$ cat config.mk
export PLATFORM = sky130hd
export DESIGN_NAME = uart_rx_core
export DESIGN_NICKNAME = d
export VERILOG_FILES = /design/src/rtl/uart_rx_core.sv
export SDC_FILE = /design/constraint.sdc
export NUM_CORES = 1
export LEC_CHECK = 0
export ABC_CLOCK_PERIOD_IN_PS = 5900
export BUFFER_PORTS_ARGS = -buffer_cell sky130_fd_sc_hd__buf_2
export CAP_MARGIN = 20
export CORE_MARGIN = 1
export CORE_UTILIZATION = 60
export DETAILED_ROUTE_END_ITERATION = 7
export PLACE_DENSITY = 0.8
export SYNTH_ARGS = -nofsm -noshare
export SYNTH_HDL_FRONTEND = slang
export SYNTH_SLANG_ARGS = --single-unit
$ cat constraint.sdc
create_clock -name clock -period 5.9 [get_ports clock]
set_clock_uncertainty 0.2 [all_clocks]
set_input_delay 0.295 -clock clock [delete_from_list [all_inputs] [get_ports clock]]
set_output_delay 0.295 -clock clock [all_outputs]
set_load 0.005 [all_outputs]
$ cat src/rtl/uart_rx_core.sv
// UART receiver: 2-flop synchronizer, mid-bit sampling FSM for 5..8 data bits,
// one stop bit, valid/ready output holding register with framing/overrun pulses.
module uart_rx_core (
  input  logic        clock,
  input  logic        reset,
  input  logic        rx_i,
  input  logic        cfg_en_i,
  input  logic [1:0]  cfg_bits_i,
  input  logic [15:0] cfg_div_i,
  output logic [7:0]  rx_data_o,
  output logic        rx_valid_o,
  input  logic        rx_ready_i,
  output logic        busy_o,
  output logic        frame_err_o,
  output logic        overrun_o
);

  typedef enum logic [2:0] {
    IDLE      = 3'd0,
    START     = 3'd1,
    DATA      = 3'd2,
    STOP      = 3'd3,
    WAIT_HIGH = 3'd4
  } state_t;

  // Dividers below 4 would collapse the half-bit start offset, so clamp them.
  function automatic logic [15:0] eff_div(input logic [15:0] div);
    return (div < 16'd4) ? 16'd4 : div;
  endfunction

  logic        sync1_r;
  logic        rxs_r;
  state_t      state_r;
  state_t      state_nxt_s;
  logic [15:0] cnt_r;
  logic [15:0] cnt_nxt_s;
  logic [2:0]  idx_r;
  logic [2:0]  idx_nxt_s;
  logic [7:0]  shreg_r;
  logic [7:0]  shreg_nxt_s;
  logic [1:0]  bits_r;
  logic [1:0]  bits_nxt_s;
  logic [15:0] div_r;
  logic [15:0] div_nxt_s;
  logic        done_s;
  logic        ferr_s;
  logic        cnt_exp_s;
  logic [2:0]  last_idx_s;

  assign cnt_exp_s  = (cnt_r == 16'd1);
  assign last_idx_s = {1'b1, bits_r};

  // Two-flop synchronizer for the asynchronous serial line (idles high).
  always_ff @(posedge clock or negedge reset) begin
    if (!reset) begin
      sync1_r <= 1'b1;
      rxs_r   <= 1'b1;
    end else begin
      sync1_r <= rx_i;
      rxs_r   <= sync1_r;
    end
  end

  // FSM and frame datapath registers.
  always_ff @(posedge clock or negedge reset) begin
    if (!reset) begin
      state_r <= IDLE;
      cnt_r   <= 16'd0;
      idx_r   <= 3'd0;
      shreg_r <= 8'h00;
      bits_r  <= 2'd0;
      div_r   <= 16'd4;
    end else begin
      state_r <= state_nxt_s;
      cnt_r   <= cnt_nxt_s;
      idx_r   <= idx_nxt_s;
      shreg_r <= shreg_nxt_s;
      bits_r  <= bits_nxt_s;
      div_r   <= div_nxt_s;
    end
  end

  // Next-state, counter reload and completion strobes.
  always_comb begin
    state_nxt_s = state_r;
    idx_nxt_s   = idx_r;
    shreg_nxt_s = shreg_r;
    bits_nxt_s  = bits_r;
    div_nxt_s   = div_r;
    done_s      = 1'b0;
    ferr_s      = 1'b0;
    if (cnt_r > 16'd1) begin
      cnt_nxt_s = cnt_r - 16'd1;
    end else begin
      cnt_nxt_s = cnt_r;
    end

    if (cfg_en_i) begin
      case (state_r)
        IDLE: begin
          if (!rxs_r) begin
            bits_nxt_s  = cfg_bits_i;
            div_nxt_s   = eff_div(cfg_div_i);
            cnt_nxt_s   = eff_div(cfg_div_i) >> 1;
            shreg_nxt_s = 8'h00;
            state_nxt_s = START;
          end else begin
            state_nxt_s = IDLE;
          end
        end
        START: begin
          if (cnt_exp_s) begin
            if (!rxs_r) begin
              cnt_nxt_s   = div_r;
              idx_nxt_s   = 3'd0;
              state_nxt_s = DATA;
            end else begin
              state_nxt_s = IDLE;
            end
          end else begin
            state_nxt_s = START;
          end
        end
        DATA: begin
          if (cnt_exp_s) begin
            shreg_nxt_s[idx_r] = rxs_r;
            cnt_nxt_s          = div_r;
            if (idx_r == last_idx_s) begin
              state_nxt_s = STOP;
            end else begin
              idx_nxt_s = idx_r + 3'd1;
            end
          end else begin
            state_nxt_s = DATA;
          end
        end
        STOP: begin
          if (cnt_exp_s) begin
            done_s = 1'b1;
            if (rxs_r) begin
              state_nxt_s = IDLE;
            end else begin
              ferr_s      = 1'b1;
              state_nxt_s = WAIT_HIGH;
            end
          end else begin
            state_nxt_s = STOP;
          end
        end
        WAIT_HIGH: begin
          if (rxs_r) begin
            state_nxt_s = IDLE;
          end else begin
            state_nxt_s = WAIT_HIGH;
          end
        end
        default: begin
          state_nxt_s = IDLE;
        end
      endcase
    end else begin
      // Disabled: abandon any frame in flight without reporting anything.
      state_nxt_s = IDLE;
    end
  end

  // Output holding register, handshake and error pulses.
  always_ff @(posedge clock or negedge reset) begin
    if (!reset) begin
      rx_data_o   <= 8'h00;
      rx_valid_o  <= 1'b0;
      busy_o      <= 1'b0;
      frame_err_o <= 1'b0;
      overrun_o   <= 1'b0;
    end else begin
      busy_o      <= (state_nxt_s != IDLE);
      frame_err_o <= ferr_s;
      overrun_o   <= done_s & rx_valid_o & ~rx_ready_i;
      if (done_s && (!rx_valid_o || rx_ready_i)) begin
        rx_data_o  <= shreg_r;
        rx_valid_o <= 1'b1;
      end else if (rx_valid_o && rx_ready_i) begin
        rx_valid_o <= 1'b0;
      end else begin
        rx_valid_o <= rx_valid_o;
      end
    end
  end

endmodule

==> flow_summary.toml <==
[power_and_ir_drop]
ir_worst_vdd_v = 0.0002783
powerDensity_nw_per_um2 = 323.2
power_leakage_nw = 1.521
total_power_mw = 1.140

[synthesis]
synthesis.instances = 291
synth_compound_area_frac = 0.1608
yosys.area_share.simple = 0.1753
synth_top_family_by_area = "simple AND/OR/NAND/NOR gates"
synth_nets = 317
ys_seq_area_frac = 0.5010
synth-main-ff-cell = "dfrtp_1"
synth_mux_area_frac = 0.08343
synth_cell_types = 47
synth_area_sq_um = 3104
yosys_warnings = 0
synth_fa_ha_area_frac = 0.01209
synth-async-reset-ratio = 1.000
synth.avg_cell_area_sq_um = 10.67
synth_edf_count = 0
synth_seq_cells = 62
synth-xor-area-share = 0.03950

[routing]
drt_iter0_drc = 149
wl_per_cell_um = 16.31
finalWirelength_um = 6542
drcViolationCount = 0
antenna_left = 0
num_vias = 2412
first_pass_iters = 4
vias_per_cell = 6.015

[setup_path]
worstPathRequired_ns = 5.96
rr_startpoint = "cnt_r[1]"
reg2reg_slack_ns = 3.24
reg2regPathDepth = 7
critPathArrivalTime_ns = 2.72
path_class = "flip-flop to flip-flop"
crit_path_end_kind = "flip-flop"
cp_max_fo = 17
critPathLaunchType = "flip-flop"
timing.rr.end = "cnt_r[11]"

[clocking]
postCtsHoldBufs = 5
clk_pin_slew_worst_paths_ns = 0.07
cts_resized = 0
cts_max_path_buffers = 2
cts-root-buf = "clkbuf_8"
insertion_delay_ns = 0.34
htreeDepth = 3
tritoncts = "done"
numCtsBuffers = 9
cts.sinks = 62
post_cts_buffers = 0

[die]
core_area_sq_um = 4848
die_h_um = 73.93
io_pins = 35
start_util = 0.6403
fp-row-count = 25
die_area_sq_um = 5466
die_w_um = 73.93

[cells_and_area]
fin_nets = 355
final_core_utilization = 0.7275
stdcell_area_sq_um = 3527
area_delta_synth_final_pct = 13.62
antenna_cells = 0
drive_gt1_frac = 0.2754
fillers = 334

[sta]
setup_tns_ns = 0
final_hold_viol_count = 0
finalCriticalPeriod_ns = 2.664
fmax_mhz = 375.3
slew_viol_final = 0
setup_viol = 0
max-slew-margin-rel = 0.3464
rsz0062_at_grt = "no"
min_period_over_period = 0.4516
hold_ws_ns = 0.01335
worst_pin_slew_ns = 0.9768

[placed_design]
numPortBuffers = 34
dp_hpwl_um = 4474
place.gp.congestion = 0.9306
placed_area_sq_um = 3302

[hold_path]
hold_path_class = "input port to flip-flop"
holdPathEnd = "div_r[11]"
min_delay_path_depth = 2
holdCritStartpoint = "cfg_div_i[11]"

[run]
max-cap-violations = 0

[global_routing]
grt_pass1_wl_um = 11180
grt_remaining_overflow = 0
grt_max_degree = 63
grt_antenna_before_repair = 0
grt_pass1_vias = 2305
grt.total_usage = 0.2780

[status]
status = "complete, no violations"
## flip-flops by register name, indices dropped and copies added, names as in the netlist, 2 cells and up
signal	cells
shreg_r	8
idx_r	3
state_r	3
bits_r	2
div_r	16
rx_data_o	8
cnt_r	16
## critical path, cell delays in order (launching register included)
cell	delay (ns)
dfrtp_1	0.41
inv_1	0.10
ha_1	0.22
nor3b_1	0.27
nand4_1	0.29
nor3_4	0.66
a22oi_1	0.23
o22ai_2	0.21
## power by group
group / switching [mW] / total [mW] / internal (mW)
Sequential: 0.0852 / 0.578 / 0.493
Clock: 0.162 / 0.323 / 0.161
Combinational: 0.125 / 0.239 / 0.114
## per-stage QoR
step | worst slack, ns | std cells
final | 3.236 | 401
after global routing | 3.016 | 401
after CTS | 3.294 | 401
after floorplan | 3.740 | 291
after global placement | 3.416 | 380
after detailed placement | 3.333 | 380
## layout make-up
type / count / area, sq um / share of cell area
multi-input cells: 210 / 1463 / 0.4147
clock inverters: 6 / 37.54 / 0.01064
repair buffers: 40 / 227.7 / 0.06456
inverters: 6 / 22.52 / 0.006385
flip-flops and latches: 62 / 1555 / 0.4409
clock buffers: 10 / 137.6 / 0.03902
well taps: 67 / 83.83 / 0.02377
## cell families (layout without fill, tap and decap cells)
kind of cell	after synthesis	after routing
flip-flops	62	62
AO/OA/AOI/OAI	74	74
buffers and inverters	19	62
AND/OR/NAND/NOR	96	96
adder cells (fa/ha/maj)	3	3
multiplexers	23	23
XOR/XNOR	14	14
## synth_stat cells (2+ instances only)
master,count,area share
xnor2_1,11,0.031
xor2_1,3,0.0085
o31ai_1,3,0.0073
o22ai_1,10,0.020
nand2b_1,5,0.010
a22oi_1,15,0.036
or3_1,6,0.012
nor3b_1,2,0.0048
mux2_2,23,0.083
a31oi_1,5,0.010
o21ai_0,6,0.0097
nand2_1,23,0.028
dfstp_2,3,0.025
o21ai_1,16,0.026
inv_1,6,0.0073
o22ai_2,5,0.020
ha_1,3,0.012
clkbuf_1,8,0.0097
buf_2,3,0.0048
nor4_4,2,0.014
dfrtp_1,59,0.48
nand4_1,3,0.0060
nor4_1,7,0.014
nand3_1,5,0.0081
a21oi_1,7,0.011
nor3_1,10,0.016
nor2_1,20,0.024
nor2b_1,3,0.0060
## per-layer routing
layer	wire, um	vias to the layer above	global-route usage
li1	-	1163	-
met1	3099	1153	0.4040
met2	2933	85	0.4000
met3	400	11	0.06233
met4	108	0	0.1282
met5	0	-	0
## worst max path at each step
stage	startpoint	to	slack (ns)
finish	cnt_r[1]	cnt_r[11]	3.24
global route	cnt_r[1]	cnt_r[3]	3.02
CTS	cnt_r[1]	cnt_r[3]	3.29
detailed placement	cnt_r[1]	cnt_r[11]	3.33
global placement	cnt_r[1]	cnt_r[6]	3.42
floorplan	cnt_r[1]	shreg_r[0]	3.74
## placed cells by master, fill, tap and decap left out, types with 10 or more instances in the layout
cell type and instances:
dfrtp_1 59, clkbuf_8 10, mux2_2 23, xnor2_1 11
nor3_1 10, a22oi_1 15, nand2_1 23, nor2_1 20
o22ai_1 10, buf_2 34, o21ai_1 16
(Power assumes the default switching activity.)
